## src/rtl/spi_reg_pkg.sv

```systemverilog
// Shared constants and types for the SPI write-only register bank:
// register addresses, register count and the transaction phase enum.
package spi_reg_pkg;

    localparam int NUM_REGS      = 5;

    localparam int ADDR_LOAD_CNT = 0;
    localparam int ADDR_TCM      = 1;
    localparam int ADDR_INSTR    = 2;
    localparam int ADDR_MODE     = 3;
    localparam int ADDR_SELECT   = 4;

    // The first byte after reset is an address; every later byte is data.
    typedef enum logic {
        PH_ADDR = 1'b0,
        PH_DATA = 1'b1
    } phase_t;

endpackage

```

## src/rtl/spi_deserializer.sv

```systemverilog
// MSB-first serial-to-byte converter clocked by sclk.
// A byte completes on the 8th rising edge; byte_valid/byte_data are
// combinational so the consumer acts on the completed byte in that same edge.
// Optional macro SPI_SERIAL_OUT_EN exposes the bit counter for readback timing.
module spi_deserializer (
    input  logic       sclk,
    input  logic       rst,
    input  logic       serial_in,
    output logic       byte_valid,
    output logic [7:0] byte_data
`ifdef SPI_SERIAL_OUT_EN
    ,
    output logic [2:0] bit_cnt
`endif
);

    logic [6:0] shift;
    logic [2:0] cnt;

    // Shift in one bit per rising edge; the 3-bit counter wraps 7->0 on byte completion.
    always_ff @(posedge sclk or posedge rst) begin
        if (rst) begin
            shift <= 7'd0;
            cnt   <= 3'd0;
        end else begin
            shift <= {shift[5:0], serial_in};
            cnt   <= cnt + 3'd1;
        end
    end

    // The incoming bit completes the byte when seven bits are already held.
    assign byte_valid = (cnt == 3'd7);
    assign byte_data  = {shift, serial_in};

`ifdef SPI_SERIAL_OUT_EN
    assign bit_cnt = cnt;
`endif

endmodule

```

## src/rtl/spi_reg_bank.sv

```systemverilog
// Write-only SPI slave register bank.
// First byte after reset sets the address pointer; each later byte writes the
// addressed register and the pointer auto-increments (mod 2^ADDR_W).
// Unmapped addresses drop writes. Only rst returns to the address phase.
// Optional macro SPI_SERIAL_OUT_EN adds serial_out, which replays the addressed
// register's previous contents MSB first on falling sclk edges during each data byte.
module spi_reg_bank
    import spi_reg_pkg::*;
#(
    parameter int ADDR_W = 8
) (
    input  logic       sclk,
    input  logic       rst,
    input  logic       serial_in,
    output logic [7:0] load_cnt_ser,
    output logic [7:0] trigger_channel_mask,
    output logic [7:0] instruction,
    output logic [7:0] mode,
    output logic [2:0] select_reg
`ifdef SPI_SERIAL_OUT_EN
    ,
    output logic       serial_out
`endif
);

    logic              byte_valid;
    logic [7:0]        byte_data;
    phase_t            phase;
    phase_t            phase_next;
    logic [ADDR_W-1:0] ptr;
    logic              wr_en;

`ifdef SPI_SERIAL_OUT_EN
    logic [2:0]        bit_cnt;
`endif

    spi_deserializer u_deser (
        .sclk       (sclk),
        .rst        (rst),
        .serial_in  (serial_in),
        .byte_valid (byte_valid),
        .byte_data  (byte_data)
`ifdef SPI_SERIAL_OUT_EN
        ,
        .bit_cnt    (bit_cnt)
`endif
    );

    // Phase state register.
    always_ff @(posedge sclk or posedge rst) begin
        if (rst) begin
            phase <= PH_ADDR;
        end else begin
            phase <= phase_next;
        end
    end

    // Next phase: leave ADDR after the first byte, then stay in DATA until reset.
    always_comb begin
        phase_next = phase;
        case (phase)
            PH_ADDR: begin
                if (byte_valid) begin
                    phase_next = PH_DATA;
                end else begin
                    phase_next = PH_ADDR;
                end
            end
            PH_DATA: phase_next = PH_DATA;
            default: phase_next = PH_ADDR;
        endcase
    end

    assign wr_en = byte_valid && (phase == PH_DATA) && (ptr < ADDR_W'(NUM_REGS));

    // Address pointer: loaded by the address byte, incremented after every data byte.
    always_ff @(posedge sclk or posedge rst) begin
        if (rst) begin
            ptr <= '0;
        end else if (byte_valid) begin
            if (phase == PH_ADDR) begin
                ptr <= ADDR_W'(byte_data);
            end else begin
                ptr <= ptr + ADDR_W'(1);
            end
        end
    end

    // Register file: only the addressed mapped register takes the completed byte.
    always_ff @(posedge sclk or posedge rst) begin
        if (rst) begin
            load_cnt_ser         <= 8'd0;
            trigger_channel_mask <= 8'd0;
            instruction          <= 8'd0;
            mode                 <= 8'd0;
            select_reg           <= 3'd0;
        end else if (wr_en) begin
            case (ptr)
                ADDR_W'(ADDR_LOAD_CNT): load_cnt_ser         <= byte_data;
                ADDR_W'(ADDR_TCM):      trigger_channel_mask <= byte_data;
                ADDR_W'(ADDR_INSTR):    instruction          <= byte_data;
                ADDR_W'(ADDR_MODE):     mode                 <= byte_data;
                ADDR_W'(ADDR_SELECT):   select_reg           <= byte_data[2:0];
                default:                load_cnt_ser         <= load_cnt_ser;
            endcase
        end
    end

`ifdef SPI_SERIAL_OUT_EN
    logic [7:0] rd_value;
    logic [7:0] out_cap;

    // Readback mux for the currently addressed register; unmapped reads as 0.
    always_comb begin
        rd_value = 8'd0;
        case (ptr)
            ADDR_W'(ADDR_LOAD_CNT): rd_value = load_cnt_ser;
            ADDR_W'(ADDR_TCM):      rd_value = trigger_channel_mask;
            ADDR_W'(ADDR_INSTR):    rd_value = instruction;
            ADDR_W'(ADDR_MODE):     rd_value = mode;
            ADDR_W'(ADDR_SELECT):   rd_value = {5'd0, select_reg};
            default:                rd_value = 8'd0;
        endcase
    end

    // Falling-edge launcher: capture at the byte boundary, then present one bit per edge.
    always_ff @(negedge sclk or posedge rst) begin
        if (rst) begin
            out_cap    <= 8'd0;
            serial_out <= 1'b0;
        end else if (phase == PH_DATA) begin
            if (bit_cnt == 3'd0) begin
                out_cap    <= rd_value;
                serial_out <= rd_value[7];
            end else begin
                out_cap    <= out_cap;
                serial_out <= out_cap[3'd7 - bit_cnt];
            end
        end else begin
            out_cap    <= 8'd0;
            serial_out <= 1'b0;
        end
    end
`endif

endmodule

```

## config.mk

```make
export PLATFORM = sky130hd
export DESIGN_NAME = spi_reg_bank
export DESIGN_NICKNAME = d
export VERILOG_FILES = /design/src/rtl/spi_reg_pkg.sv /design/src/rtl/spi_deserializer.sv /design/src/rtl/spi_reg_bank.sv
export SDC_FILE = /design/constraint.sdc
export NUM_CORES = 1
export LEC_CHECK = 0
export BUFFER_PORTS_ARGS = -buffer_cell sky130_fd_sc_hd__buf_2
export CORE_UTILIZATION = 40
export DETAILED_ROUTE_END_ITERATION = 8
export PLACE_DENSITY_LB_ADDON = 0.15
export SLEW_MARGIN = 20
export SYNTH_ARGS = -nofsm -noshare
export SYNTH_HDL_FRONTEND = slang
export SYNTH_HIERARCHICAL = 1
export SYNTH_SLANG_ARGS = --single-unit
```

## constraint.sdc

```tcl
create_clock -name sclk -period 1.8 [get_ports sclk]
set_clock_uncertainty 0.15 [all_clocks]
set_input_delay 0.54 -clock sclk [delete_from_list [all_inputs] [get_ports sclk]]
set_output_delay 0.54 -clock sclk [all_outputs]
set_load 0.005 [all_outputs]
```

-- Yosys cells after proc, flatten, opt, wreduce, memory -nomap -nowiden
Index checks and enable logic that the tools add are counted.
- bits of input ports: 3
- bits in writable memories: 0
- output and inout port bits: 35
- bits in read-only memories: 0
- logic and storage cells: 29
- flip-flop bits (word level): 54
- memories: 0
- bits in latches: 0
- bitwise logic cells: 1
- div/mod/pow operators: 0
- multipliers: 0
- $add $sub $neg: 2
- reduce and logical (&&, ||, !) cells: 8
- equal/unequal tests: 5
- shift operators: 0
- mux-type cells: 3
- order comparisons: 1
- operators by type and width (kind ; number):
    8-bit by 2-bit == test with 1-bit output (second input constant) ; 2
    2-bit AND reduction ; 5
    8-bit by 1-bit adder with 8-bit output (second input constant) ; 1
    8-bit by 1-bit == test with 1-bit output (second input constant) ; 1
    8-bit by 3-bit == test with 1-bit output (second input constant) ; 1
    8-bit zero test ; 1
    8-bit by 3-bit < comparator with 1-bit output (second input constant) ; 1
    8-bit 2-to-1 mux ; 1
    3-bit by 1-bit adder with 3-bit output (second input constant) ; 1
    3-bit == test (second input constant) ; 1
    1-bit logical AND ; 2
    1-bit case mux with 2 select lines ; 1
    1-bit 2-to-1 mux ; 1
    1-bit inverter ; 1

-- Longest topological paths before layout
Gate-level depths: netlist (run 1).
- word-level depth: 4
- depth in mapped cells: 6
- mapped depth without buffers: 5

-- Hierarchy
The synthesis (run 1) kept the hierarchy.
- by module, submodules not included (module ; sequential area each (um2) ; cells an instance ; instances ; area an instance (um2)):
    spi_reg_bank ; 1101.1 ; 142 ; 1 ; 1984.4
    spi_deserializer ; 250.2 ; 15 ; 1 ; 290.3

-- Least setup slack after synthesis (run 1)
Ideal clock, no wire load.
- path kind: flip-flop to flip-flop
- from: register u_deser.cnt[0]
- to: register trigger_channel_mask[0]
- arrival time: 1.608 ns
- library setup time: 0.125 ns
- path slack: -0.083 ns
- path buffers: 1
- stages on the path, launching flop included: 7
- period minus slack after synthesis: 1.883 ns
- required time: 1.525 ns
- cell sequence: dfrtp_1 ha_1 ha_1 and4bb_2 buf_2 nand3_4 mux2_2
- word-level cells in the longest chain between the ends: 4
- ends and longest elaborated chain (element ; RTL line ; source):
    start, declared ; spi_deserializer.sv:18 ; logic [2:0] cnt;
    start signal, assigned ; spi_deserializer.sv:27 ; cnt <= cnt + 3'd1;
    3-bit == test ; spi_deserializer.sv:32 ; assign byte_valid = (cnt == 3'd7);
    net byte_valid ; spi_reg_bank.sv:26 ; logic byte_valid;
    1-bit logical AND (2 in a row) ; spi_reg_bank.sv:74 ; assign wr_en = byte_valid && (phase == PH_DATA) && (ptr < ADDR_W'(NUM_REGS));
    2-bit AND reduction (no source line) ; - ;
    end signal, assigned ; spi_reg_bank.sv:100 ; ADDR_W'(ADDR_TCM): trigger_channel_mask <= byte_data;
    end, declared ; spi_reg_bank.sv:16 ; output logic [7:0] trigger_channel_mask,
The timed path passes the listed nets, and every way through them passes these cells.
A chain may end at the register's enable or synchronous reset.

-- Final worst setup path (run 1)
- from: register u_deser.cnt[0]
- to: register trigger_channel_mask[4]
The elaborated chain is that of the path after synthesis.

==> impl_metrics.toml, run 1 <==
[global_route]
grtUsageTotal_pct = 16.93
grt_start_max_net_pins = 33
antenna_found_initial = 0
grt_pass1_vias = 1451
grt_pass1_wl_mm = 7.590
gr-total-overflow = 0

[route]
drc = 2
wirelength_mm = 4.623
via_count = 1425
drtPass1Iterations = 6
antenna_left = 0
vias_per_cell = 5.089
drtIter0Drc = 77
avgRoutedWirePerCell_um = 16.51

[die]
core_um2 = 5507
fp.dieH_um = 77.41
start_util_pct = 41.31
die_w_um = 77.41
dieArea_um2 = 5992
pin_count = 38
rows = 27

[synth]
netlist_instances = 157
syn-num-nets = 167
yosysWarnings = 6
synth_seq_cells = 54
netlist_area_um2 = 2275
synth_area_per_cell_um2 = 14.49
ys_seq_area_share_pct = 59.41
synth_cell_type_count = 33

[cts]
clock-sinks = 54
insertion_delay_ns = 0.30
cts_inserted_buffers = 5
path_clk_slew_ns = 0.10
clockBufferDepth = 2
cts_root_buffer = "clkbuf_8"
htreeDepth = 2
cts_tree = "built"

[sta]
timing.final.crit_share_pct = 102.0
fin_ws_ns = -0.03545
slew_headroom_pct = 72.74
rsz0062_at_grt = "true"
hold_viol = 0
tns_ns = -0.1110
worst_pin_slew_ns = 0.4084
slew_violations = 0
fmax_ghz = 0.5448
fin_crit_ns = 1.835
finalSetupViolCount = 9

[setup_path]
max_stage_delay_ns = 0.37
slowest_stage = "dfrtp_1"
path_cells = "ha_2 > ha_4 > and4bb_4 > nand3_4 > mux2_4"
criticalPathCategory = "register to register"
crit_path_start_kind = "register"
cp.arrival_ns = 1.88
path_max_fanout = 8
cp-end-kind = "register"
cp_top_family = "simple AND/OR/NAND/NOR gates"
cp.required_ns = 1.85
path_buf_inv = 0

[min_path]
hold_class = "input pin to asynchronous set/reset pin"

[place]
port_buffers = 37
place_inst = 270
gp_congestion = 0.7858
dp.final_hpwl_mm = 3.273

[finish]
diodes = 0
drive_gt1_share_pct = 50.48
area_growth_pct = 20.46
fin_cells = 280
nets = 217
fin_util_pct = 49.76
final.fill_count = 473

[pwr]
leakage_nw = 1.404
p_total_mw = 2.297
ir_worst_vdd_uv = 368.6
power.density_nw_per_um2 = 838.4

[run_status]
violations = "DRC, setup timing"
outcome = "finished with violations"

[job]
maxCapViolations = 0
[layout by cell type (no fill, tap or decap), drive strengths merged, types with 3 or more instances in the layout]
cell and count:
dfrtp 54, buf 49, mux2 35, nand3 11, clkbuf 7, ha 7, inv 6, a21oi 6
nand2 3, nor2 3, nand4 3
[what timing repair did]
item,CTS,global route
setup endpoints to repair,35,35
hold endpoints to repair,0,0
pin swaps,4,1
buffers inserted,0,2
hold buffers,0,0
gates resized for setup,3,2
[layout make-up]
cell class,instances,area (um^2),share of cell area [%]
clock buffers,7,96.34,3.516
clock inverters,1,8.758,0.3196
inverters,7,30.03,1.096
multi-input cells,90,888.4,32.42
flip-flops and latches,54,1351,49.32
well taps,72,90.09,3.288
repair buffers,49,275.3,10.05
[worst paths after layout]
kind	start	endpoint	slack, ns	cells after the start
setup reg to reg	u_deser/cnt[0]$_DFF_PP0_	trigger_channel_mask[4]$_DFFE_PP0P_	-0.04	5
hold reg to reg	u_deser/cnt[0]$_DFF_PP0_	u_deser/cnt[0]$_DFF_PP0_	0.29	1
setup / recovery	u_deser/cnt[0]$_DFF_PP0_	trigger_channel_mask[4]$_DFFE_PP0P_	-0.04	5
max in group asynchronous	rst	mode[0]$_DFFE_PP0P_	1.02	3
min in group sclk	serial_in	u_deser/shift[0]$_DFF_PP0_	0.28	1
hold / removal	rst	u_deser/shift[6]$_DFF_PP0_	0.07	2
[cell families (layout without fill, tap and decap cells)]
group / count (synthesis) / after routing / synth area share [%]
flip-flops: 54 / 54 / 59.41
multiplexers: 37 / 37 / 19.03
AND/OR/NAND/NOR: 30 / 30 / 10.23
AO/OA/AOI/OAI: 16 / 16 / 4.730
buffers and inverters: 13 / 64 / 2.750
adder cells (fa/ha/maj): 7 / 7 / 3.850
[cell usage after synthesis (all sizes together)]
cell type / count / share of area, %
dfrtp: 54 / 59
nor2: 3 / 0.50
a21oi: 6 / 1.3
inv: 7 / 1.2
nor3: 1 / 0.22
o211ai: 2 / 0.66
ha: 7 / 3.9
nor2b: 1 / 0.28
nand2b: 1 / 0.28
nor4: 1 / 0.94
o21ai: 2 / 0.44
buf: 3 / 1.0
nand2: 3 / 0.50
nand3: 11 / 4.6
or2: 1 / 0.28
and4bb: 1 / 0.55
a2bb2oi: 1 / 0.39
or4: 2 / 0.66
nand4: 3 / 0.83
o32ai: 1 / 0.39
a221o: 1 / 0.44
mux2i: 2 / 0.88
clkbuf: 3 / 0.55
or3: 1 / 0.28
and3: 1 / 0.33
a22oi: 2 / 0.66
o32a: 1 / 0.44
mux2: 35 / 18
[per-stage QoR]
stage	hold slack, ns	setup slack, ns	cell area (um^2)
detailed placement	0.2683	-0.1349	2596
global placement	0.2658	-0.07692	2596
finish	0.06538	-0.03545	2740
CTS	0.07234	-0.04062	2718
global route	0.08791	-0.09468	2740
floorplan	0.2302	0.001002	2288
[worst reg2reg max path, cell delays in order (launching register included)]
cell and delay, ns:
dfrtp_1 0.37, ha_2 0.20, ha_4 0.13, and4bb_4 0.34, nand3_4 0.20, mux2_4 0.35
[report_power, final]
part	switching, mW	internal, mW	total [mW]	leakage (nW)
Combinational	0.134	0.0991	0.233	0.657
Sequential	0.0714	1.26	1.33	0.692
Clock	0.382	0.353	0.735	0.0544
Total	0.587	1.71	2.30	1.40
[per-layer routing]
| layer | track usage [%] | wire, um |
|---|---|---|
| met5 | 0 | 0 |
| met2 | 28.41 | 2261 |
| met4 | 5.094 | 71 |
| met3 | 3.765 | 163 |
| met1 | 21.84 | 2127 |
(Power assumes the default switching activity.)
==> inputs of run 2 (changes only) <==
CTS_BUF_LIST = sky130_fd_sc_hd__clkbuf_8   (was default)
SKIP_CTS_REPAIR_TIMING = 1   (was default)
==> impl_metrics.toml, run 2 (same netlist as run 1, synthesis figures left out) <==
[place]
port_buffers = 37
dp.final_hpwl_mm = 3.273
gp_congestion = 0.7858
dpl_cell_area_um2 = 2596

[cts]
clockBufferDepth = 2
insertion_delay_ns = 0.30
cts_tree = "built"
clock-sinks = 54
path_clk_slew_ns = 0.10
cts_root_buffer = "clkbuf_8"
cts_inserted_buffers = 5
htreeDepth = 2

[setup_path]
path_max_fanout = 8
slowest_stage = "dfrtp_1"
path_cells = "ha_4 > ha_4 > and4bb_4 > nand3_4 > mux2_4"
r2r_cells = 5
cp.arrival_ns = 1.88
crit_start = "u_deser/cnt[0]$_DFF_PP0_"
crit_path_start_kind = "register"
cp.required_ns = 1.85
cp_top_family = "simple AND/OR/NAND/NOR gates"
max_stage_delay_ns = 0.41
crit_top_cell = "ha_4"
path_depth = 5
cp-end-kind = "register"
criticalPathCategory = "register to register"
r2r-start = "u_deser/cnt[0]$_DFF_PP0_"
path_buf_inv = 0

[die]
core_um2 = 5507
dieArea_um2 = 5992
die_w_um = 77.41
start_util_pct = 41.31
fp.dieH_um = 77.41
pin_count = 38
rows = 27

[pwr]
ir_worst_vdd_uv = 360.8
pwr-share-clk_pct = 32.0
leakage_nw = 1.410
intPower_mw = 1.710
power_frac_seq_pct = 57.9
sw_frac_of_total_pct = 25.58
power.density_nw_per_um2 = 833.4
switchingPower_uw = 588.0
combinationalPowerShare_pct = 10.1

[global_route]
gr-total-overflow = 0
grt_start_max_net_pins = 33
antenna_found_initial = 0
grtUsageTotal_pct = 16.90
grt_pass1_wl_mm = 7.569
grt_pass1_vias = 1437

[route]
drc = 2
wirelength_mm = 4.614
avgRoutedWirePerCell_um = 16.42
via_count = 1425
drtIter0Drc = 70
antenna_left = 0
drtPass1Iterations = 6
vias_per_cell = 5.071

[finish]
fin_util_pct = 50.08
area_growth_pct = 21.23
diodes = 0
drive_gt1_share_pct = 50.72
final_common_cell = "dfrtp_1"
final.fill_count = 471
design_area_um2 = 2758
nets = 218
mostFrequentLayoutCells = "54 x dfrtp_1, 37 x buf_2, 30 x mux2_2, 13 x buf_4, 7 x clkbuf_8"

[sta]
hold_viol = 0
worst_pin_slew_ns = 0.4104
slew_headroom_pct = 72.61
slew_violations = 0
timing.final.crit_share_pct = 101.9
fin_ws_ns = -0.03398
finalSetupViolCount = 9
fmax_ghz = 0.5453
fin_crit_ns = 1.834
rsz0062_at_grt = "true"

[run_status]
outcome = "finished with violations"
violations = "DRC, setup timing"

[min_path]
hold_class = "input pin to asynchronous set/reset pin"

[job]
maxCapViolations = 0
## run 2: cell count changes in the layout (fill, tap and decap cells not counted)
cell,previous run,this run
ha_2,1,0
buf_4,12,13
ha_4,1,2
## run 2: metrics by stage
step                      std cells  TNS (ns)  total power, mW  setup WS, ns  hold WS, ns
final                           281  -0.09570            2.298      -0.03398      0.06537
after global routing            281    -1.655            2.418      -0.09090      0.08621
after CTS                       278    -3.364            2.326       -0.1537      0.07234
after detailed placement        270    -2.501            1.583       -0.1349       0.2683
after global placement          270    -1.127            1.575      -0.07692       0.2658
after floorplan                 157         0            1.500      0.001002       0.2302
## run 2: power groups by stage
stage                     Sequential [mW]  Combinational [mW]  Clock (mW)
after floorplan                      1.34               0.164           0
after global placement               1.35               0.224           0
after detailed placement             1.35               0.230           0
after CTS                            1.33               0.233       0.763
after global routing                 1.34               0.264       0.816
final                                1.33               0.233       0.735
## run 2: final timing paths
path                                                        to  slack, ns
min in group sclk                   u_deser/shift[0]$_DFF_PP0_       0.29
max                        trigger_channel_mask[4]$_DFFE_PP0P_      -0.03
max in group asynchronous                  mode[0]$_DFFE_PP0P_       1.03
min                                 u_deser/shift[5]$_DFF_PP0_       0.07
max reg2reg                trigger_channel_mask[4]$_DFFE_PP0P_      -0.03
min reg2reg                          select_reg[0]$_DFFE_PP0P_       0.35
## run 2: layer usage
metal	up-vias	global-route usage (%)	wire length, um	share of wire [%]
li1	660	-	-	-
met1	726	22.00	2137	46
met2	31	28.05	2222	48
met3	8	3.765	175	3.8
met4	0	5.283	78	1.7
met5	-	0	0	0
## run 2: layout make-up
cell class	count	area (um^2)	area share [%]
Clock buffer	7	96.34	3.494
Clock inverter	1	8.758	0.3176
Inverter	7	30.03	1.089
Multi-Input combinational cell	90	898.4	32.58
Sequential cell	54	1351	49.00
Tap cell	72	90.09	3.267
Timing Repair Buffer	50	282.8	10.25
